### src/rtl/mem_arb_pkg.sv
// Shared types and defaults for the main-memory port arbiter.
package mem_arb_pkg;

  typedef enum logic [1:0] {
    ST_IDLE  = 2'd0,
    ST_STORE = 2'd1,
    ST_FILL  = 2'd2,
    ST_DONE  = 2'd3
  } arb_state_e;

  typedef enum logic [1:0] {
    OWN_NONE = 2'd0,
    OWN_I    = 2'd1,
    OWN_D    = 2'd2
  } owner_e;

  localparam int BLK_OFF_W     = 4;
  localparam int WORDS_DEFAULT = 8;

endpackage

### src/rtl/mem_port_arbiter_fill_counter.sv
// Issue/return word counters for one block refill; cleared whenever no fill is active.
module fill_counter #(
  parameter int WORDS = 8,
  parameter int IDX_W = $clog2(WORDS)
) (
  input  logic             clk,
  input  logic             rst_n,
  input  logic             clr,
  input  logic             iss_en,
  input  logic             ret_en,
  output logic [IDX_W-1:0] iss,
  output logic [IDX_W-1:0] ret,
  output logic             iss_done,
  output logic             ret_last
);

  logic iss_last;

  assign iss_last = (iss == IDX_W'(WORDS - 1));
  assign ret_last = (ret == IDX_W'(WORDS - 1));

  // iss wraps to 0 after the last issue; iss_done is what stops further reads.
  always_ff @(posedge clk) begin
    if (!rst_n || clr) begin
      iss      <= '0;
      ret      <= '0;
      iss_done <= 1'b0;
    end else begin
      if (iss_en && !iss_done) begin
        iss <= iss + 1'b1;
        if (iss_last) iss_done <= 1'b1;
      end
      if (ret_en) ret <= ret + 1'b1;
    end
  end

endmodule

### src/rtl/mem_port_arbiter.sv
// Main-memory port arbiter: store > D-miss > I-miss, pipelined 8-word refills.
// Build option MEM_ARB_ROUND_ROBIN_EN: alternate I/D on simultaneous misses.
module mem_port_arbiter
  import mem_arb_pkg::*;
#(
  parameter int MEM_LAT = 4,
  parameter int WORDS   = WORDS_DEFAULT,
  parameter int ADDR_W  = 16,
  parameter int IDX_W   = $clog2(WORDS)
) (
  input  logic              clk,
  input  logic              rst_n,
  input  logic              i_miss,
  input  logic [ADDR_W-1:0] i_miss_addr,
  input  logic              d_miss,
  input  logic [ADDR_W-1:0] d_miss_addr,
  input  logic              st_req,
  input  logic [ADDR_W-1:0] st_addr,
  input  logic [15:0]       st_data,
  output logic              mem_en,
  output logic              mem_wr,
  output logic [ADDR_W-1:0] mem_addr,
  output logic [15:0]       mem_wdata,
  input  logic [15:0]       mem_rdata,
  input  logic              mem_data_valid,
  output logic [15:0]       fill_data,
  output logic [IDX_W-1:0]  fill_idx,
  output logic              i_fill_we,
  output logic              d_fill_we,
  output logic              i_fill_done,
  output logic              d_fill_done,
  output logic              st_ack,
  output logic              busy
);

  // Byte offset within a block: word index plus the 16-bit byte lane bit.
  localparam int OFF_W = IDX_W + 1;
  localparam int BLK_W = ADDR_W - OFF_W;

  arb_state_e        state, state_nx;
  owner_e            owner, owner_nx;
  logic [BLK_W-1:0]  blk, blk_nx;
  logic [ADDR_W-1:0] st_addr_q;
  logic [15:0]       st_data_q;
  logic              pick_d;

  logic [IDX_W-1:0]  iss, ret;
  logic              iss_done, ret_last;
  logic              in_fill;

  logic unused_bits;
  assign unused_bits = ^{i_miss_addr[OFF_W-1:0], d_miss_addr[OFF_W-1:0], (MEM_LAT > 0)};

  assign in_fill = (state == ST_FILL);

  fill_counter #(.WORDS(WORDS), .IDX_W(IDX_W)) u_cnt (
    .clk      (clk),
    .rst_n    (rst_n),
    .clr      (!in_fill),
    .iss_en   (in_fill),
    .ret_en   (in_fill && mem_data_valid),
    .iss      (iss),
    .ret      (ret),
    .iss_done (iss_done),
    .ret_last (ret_last)
  );

`ifdef MEM_ARB_ROUND_ROBIN_EN
  // Remembers the side of the last fill grant; reset to I so the first tie goes to D.
  logic last_d;

  assign pick_d = d_miss && !(i_miss && last_d);

  always_ff @(posedge clk) begin
    if (!rst_n)
      last_d <= 1'b0;
    else if (state == ST_IDLE && !st_req && (d_miss || i_miss))
      last_d <= pick_d;
  end
`else
  assign pick_d = d_miss;
`endif

  always_ff @(posedge clk) begin
    if (!rst_n) begin
      state     <= ST_IDLE;
      owner     <= OWN_NONE;
      blk       <= '0;
      st_addr_q <= '0;
      st_data_q <= '0;
    end else begin
      state <= state_nx;
      owner <= owner_nx;
      blk   <= blk_nx;
      if (state == ST_IDLE && st_req) begin
        st_addr_q <= st_addr;
        st_data_q <= st_data;
      end
    end
  end

  always_comb begin
    state_nx = state;
    owner_nx = owner;
    blk_nx   = blk;
    case (state)
      ST_IDLE: begin
        if (st_req) begin
          state_nx = ST_STORE;
        end else if (d_miss || i_miss) begin
          state_nx = ST_FILL;
          owner_nx = pick_d ? OWN_D : OWN_I;
          blk_nx   = pick_d ? d_miss_addr[ADDR_W-1:OFF_W] : i_miss_addr[ADDR_W-1:OFF_W];
        end
      end
      ST_STORE: state_nx = ST_IDLE;
      ST_FILL:  if (mem_data_valid && ret_last) state_nx = ST_DONE;
      ST_DONE: begin
        state_nx = ST_IDLE;
        owner_nx = OWN_NONE;
      end
      default: state_nx = ST_IDLE;
    endcase
  end

  // fill_data is gated so nothing leaks to the caches outside an active fill.
  always_comb begin
    mem_en      = 1'b0;
    mem_wr      = 1'b0;
    mem_addr    = '0;
    mem_wdata   = '0;
    fill_data   = '0;
    fill_idx    = '0;
    i_fill_we   = 1'b0;
    d_fill_we   = 1'b0;
    i_fill_done = 1'b0;
    d_fill_done = 1'b0;
    st_ack      = 1'b0;
    busy        = (state != ST_IDLE);
    case (state)
      ST_STORE: begin
        mem_en    = 1'b1;
        mem_wr    = 1'b1;
        mem_addr  = st_addr_q;
        mem_wdata = st_data_q;
        st_ack    = 1'b1;
      end
      ST_FILL: begin
        if (!iss_done) begin
          mem_en   = 1'b1;
          mem_addr = {blk, iss, 1'b0};
        end
        if (mem_data_valid) begin
          fill_data = mem_rdata;
          fill_idx  = ret;
          i_fill_we = (owner == OWN_I);
          d_fill_we = (owner == OWN_D);
        end
      end
      ST_DONE: begin
        i_fill_done = (owner == OWN_I);
        d_fill_done = (owner == OWN_D);
      end
      default: ;
    endcase
  end

endmodule
### config.mk
export PLATFORM = sky130hd
export DESIGN_NAME = mem_port_arbiter
export DESIGN_NICKNAME = d
export VERILOG_FILES = /design/src/rtl/mem_arb_pkg.sv /design/src/rtl/mem_port_arbiter_fill_counter.sv /design/src/rtl/mem_port_arbiter.sv
export SDC_FILE = /design/constraint.sdc
export NUM_CORES = 1
export LEC_CHECK = 0
export CAP_MARGIN = 20
export CORE_UTILIZATION = 28
export DETAILED_ROUTE_END_ITERATION = 10
export GPL_TIMING_DRIVEN = 0
export PLACE_DENSITY = 0.7
export SYNTH_ARGS = -nofsm -noshare
export SYNTH_HDL_FRONTEND = slang
export SYNTH_HIERARCHICAL = 1
export SYNTH_SLANG_ARGS = --single-unit
### constraint.sdc
create_clock -name clk -period 1.9 [get_ports clk]
set_clock_uncertainty 0.1 [all_clocks]
set_input_delay 0.38 -clock clk [delete_from_list [all_inputs] [get_ports clk]]
set_output_delay 0.38 -clock clk [all_outputs]
set_load 0.005 [all_outputs]
# Yosys cells after proc, flatten, opt, wreduce, memory -nomap -nowiden
# Cells that the tools add are included.
# Widths: inputs -> output; s select.
# op_classes
n_addsub	2
eq_ne	11
mux	25
bitwise	1
n_reduce_logical	17
# ops
operator	n
$mux 16	4
$pmux 16 s2	1
$mux 12	1
$mux 2	6
$mux 1	8
$add 3x1->3 const B	2
$eq 2x2->1 const B	3
$eq 3x3->1 const B	2
$mux 3	2
$pmux 2 s3	1
$reduce_and 3->1	2
$eq 2x1->1 const B	2
$logic_and 1x1->1	4
$ne 2x1->1 const B	2
$pmux 2 s2	1
$reduce_and 2->1	2
$reduce_bool 2->1	2
$logic_not 1->1	3
$ne 3x2->1 const B	1
$logic_not 2->1	1
$logic_or 1x1->1	2
$ne 2x2->1 const B	1
$pmux 1 s2	1
$reduce_or 2->1	1
$not 1->1	1
# totals
register_bits	55
input_bits	86
output_inout_bits	59

# Logic depth before layout (Yosys ltp)
# depth
ltp_word	4
depth_mapped	8

# Cells and area by module
# The synthesis kept the hierarchy.
# modules_own_cells
mod	n_inst	cells_each	area_each_um2	seq_area_each_um2
mem_port_arbiter	1	332	2703.8	960.9
fill_counter	1	27	299.0	140.1

# Least setup slack after synthesis
# OpenSTA, ideal clock, no wires.
# synth_path
kind	flip-flop to output port
start	reg state[0]
end	out mem_addr[10]
arrival_ps	1235
t_required_ps	1420
slack_ps	185
stages_incl_launch_ff	7
n_path_buf	1
path_cell_list	dfxtp_1 inv_1 ha_1 and2b_1 buf_2 a22oi_1 nor2b_1
# synth_via
elab_chain_cells	2
word_cells_on_any_way	3
classes_between	eq/ne: 2; mux: 1
# synth_lines
item	line	text
from (decl)	mem_port_arbiter.sv:40	arb_state_e state, state_nx;
from (signal assigned)	mem_port_arbiter.sv:92	state <= state_nx;
$eq 2x2->1 / $eq 2x1->1 (equally long branches)	mem_port_arbiter.sv:140	case (state)
$pmux 16 s2 (*)	mem_port_arbiter.sv:140	
to (decl)	mem_port_arbiter.sv:22	output logic [ADDR_W-1:0] mem_addr,
# Mark *: on every way between the ends. The rest lies on a longest branch, timed or not.

# Worst setup path in the final report
# layout_path
start	reg state[0]
end	out mem_addr[14]
# Same word-level chain as after synthesis.

==> summary.txt <==
Timing
  • Fin crit period: roughly 2.2 ns
  • Final slew viol count: 0
  • Final hold vios: 0
  • Period utilisation layout: 113.9%
  • Setup tns final: -6.961 ns
  • Hold Slack: ~0.36 ns
  • Worst slew pin tran: 0.4684 ns
  • Final setup vio count: between 50 and 60
  • F_max: ~460 MHz
  • RSZ-0062 raised after global routing: yes
  • PnR worst setup slack: -0.2644 ns
  • Slew HR: between 60% and 70%

Routing
  • DR DRC count: 0
  • Wire length per cell: 13.95 microns
  • Detailed router's first-iteration violation count: 108
  • WL final: between 9000 and 10000 microns
  • Vias: 3122
  • Drt pass-1 iters: 4
  • ANT nets after route: 0
  • Via-to-Cell Ratio: roughly 4.7

Global route
  • Largest net degree at the start of global routing: 18
  • Vias in the first global route: around 3100
  • Gr usage total: 17.00%
  • Initial antenna violation count: 0
  • First-pass GRT wire length: about 15000 microns
  • Total grt overflow: 0

Synth
  • Unique masters post-synth: 38
  • Seq/Total Area, Yosys: a little over a third
  • Synthesized Nets: 456
  • Mapped Cells: roughly 360
  • Synth area leader: dfxtp_1
  • Syn. warnings: 6
  • #FFs+latches synth: 55
  • Netlist Area Pre-Place: 3003 sq um
  • Post-Syn Area per Cell: roughly 8.4 sq um
  • Synth top area cells: dfxtp_1 (37%), nand2_1 (8.4%), a21boi_1 (7.5%)
  • Yosys top cell area share: a little over a third

Critical path
  • Critical path's top delay family: buffers and inverters
  • Worst Setup End Kind: output pin
  • Register-to-Register Path Depth: 8
  • Crit path cell chain: inv_6 -> ha_4 -> and2b_2 -> buf_6 -> buf_6 -> a22oi_2 -> nor2b_1 -> buf_2
  • Cell mode on critical path: buf_6
  • Critical path startpoint category: flop
  • Arr. time, crit path: between 1.5 and 2 ns
  • WP data required: roughly 1.4 ns
  • CP max stage cell: dfxtp_4
  • Largest incremental delay on the critical path: ~0.4 ns
  • Critical path peak fanout: 5
  • Critical path depth in cells: 8
  • WS Path Type: reg -> out
  • Critical path buffers and inverters: 4

Floorplanning
  • Initial core utilization: 28.96%
  • Die area: ~11000 sq um
  • Chip height: around 110 microns
  • Core area: approximately 10000 sq um
  • Num rows: 37
  • Die X: 105.6 microns
  • Top-Level Pins: 145

Clocking
  • Number of clock sinks: 55
  • CTS clk-pin slew, worst paths: roughly 0.1 ns
  • CTS tree: yes
  • TritonCTS buffer count: 5
  • Worst-Skew Late Latency: between 0.3 and 0.4 ns
  • Clk buf depth: 2
  • H-tree depth: 2
  • Root buffer cell: clkbuf_8
  • Hold-fix buffers, CTS: 0

Finish
  • ANT cells: 0
  • Post-Layout Cell Count: between 600 and 700
  • Area growth syn-to-layout: 78.04%
  • Share of layout cells above drive strength 1: a little over a third
  • Most frequent cells in the layout: clkdlybuf4s50_1 (75), nand2_1 (66), buf_6 (54)
  • Commonest non-fill, non-tap cell in the layout: clkdlybuf4s50_1
  • Nets@finish: 630

Flow run
  • Max_cap viols: 0

Pwr
  • Cell Int Power: between 3 and 4 mW
  • Seq pwr share: 28.4%
  • Static leakage: between 2 and 2.5 nW
  • Switching power: between 1.5 and 2 mW
  • Maximum VDD drop: between 0.4 and 0.5 mV
  • Combinational power share: 56.6%
  • Sw frac: between 30% and 40%
  • Clock Power Share: roughly 15%
  • Pwr Density: roughly 1000 nW/um^2
  • Design Power: approximately 5.5 mW

Outcome
  • Failing checks: setup timing
  • Result of the run: finished with violations

Placed design
  • Global placer's final weighted congestion: around 0.82
  • Dpl ws: -0.6080 ns
  • Placed insts: 630
  • Port bufs: between 100 and 150
  • HPWL Detailed: about 6900 microns

Hold path
  • Min-delay worst type: reg -> reg
  • Hold Path Depth: 2
[kinds of logic after synthesis]
| family | count (synthesis) | share of synthesized area [%] |
|---|---|---|
| compound gates | 84 | 21.42 |
| xor+xnor | 2 | 0.5834 |
| fa+ha+maj | 11 | 4.583 |
| buf+inv | 35 | 6.166 |
| flops | 55 | 36.67 |
| mux | 4 | 1.333 |
| simple gates | 168 | 29.25 |
[per-layer routing]
layer,vias to the layer above,wire [microns],track usage [%]
met1,1437,4089,20.86
met4,0,42,2.877
met2,110,4654,30.73
met3,4,558,3.649
met5,-,0,0
li1,1571,-,-
[sequential cells by signal (all words and copies together), names as in the netlist]
register,flops
state,2
u_cnt/iss_done,1
owner,2
u_cnt/iss,3
st_addr_q,16
st_data_q,16
blk,12
u_cnt/ret,3
[final timing paths]
check	start	to	slack [ns]
max	state[0]	mem_addr[14]	-0.26
min	st_data_q[12]	st_data_q[12]	0.36
max reg2reg	state[0]	st_addr_q[6]	0.19
min reg2reg	st_data_q[12]	st_data_q[12]	0.36
[synth_stat cells]
library cell,number
buf_4,3
a21oi_1,13
nand2b_1,3
buf_2,10
o21a_1,2
buf_6,4
and2_1,18
o31a_1,1
a21boi_0,3
nand3b_1,1
nor3_1,1
o21ai_0,2
ha_1,11
a2bb2oi_1,1
a22oi_1,15
o221a_2,3
o211ai_1,2
nor3b_1,3
nand2_1,67
o21bai_1,1
and2b_1,1
mux2i_1,4
a21boi_1,30
and3b_1,2
and3_1,22
o31ai_1,1
nor2b_1,27
o311a_1,1
xnor2_1,2
nor2_1,19
nand2b_4,1
nor2_2,1
nor4b_4,1
clkbuf_1,12
o221a_1,9
inv_1,6
dfxtp_1,55
nor2b_4,1
[final cells by class]
type                       count  area [sq um]
fill                         956          5024
multi-input combinational    269          2021
timing repair buffer         168          1623
sequential                    55          1109
buffer                        28         270.3
tap                          136         170.2
clock buffer                   6         82.58
clock inverter                 2         38.79
inverter                       6         32.53
[metrics by stage]
step / area [sq um] / util (%)
after floorplan: 3003 / -
after global placement: 4524 / 43.63
after detailed placement: 4524 / 43.63
after CTS: 5152 / 49.69
after global routing: 5346 / 51.56
final: 5346 / 51.56
[tightest hold or removal path: stages, from the launching register on]
cell and delay, ns:
dfxtp_1 0.32, nand2_1 0.05, a21boi_1 0.05
[timing repair]
| action | in CTS | in global routing |
|---|---|---|
| resized for setup | 356 | 31 |
| pin swaps | 32 | 14 |
| gates cloned | 4 | 0 |
| setup endpoints to repair | 59 | 56 |
| buffers inserted | 19 | 10 |
[power by group through the flow]
stage               combinational, mW  clock (mW)  sequential (mW)
floorplan                        1.22           0             1.48
global placement                 1.91           0             1.53
detailed placement               1.96           0             1.54
CTS                              2.85       0.849             1.56
global route                     3.36       0.893             1.59
finish                           3.12       0.827             1.57
Note: power is estimated with default switching activity, not from simulation.
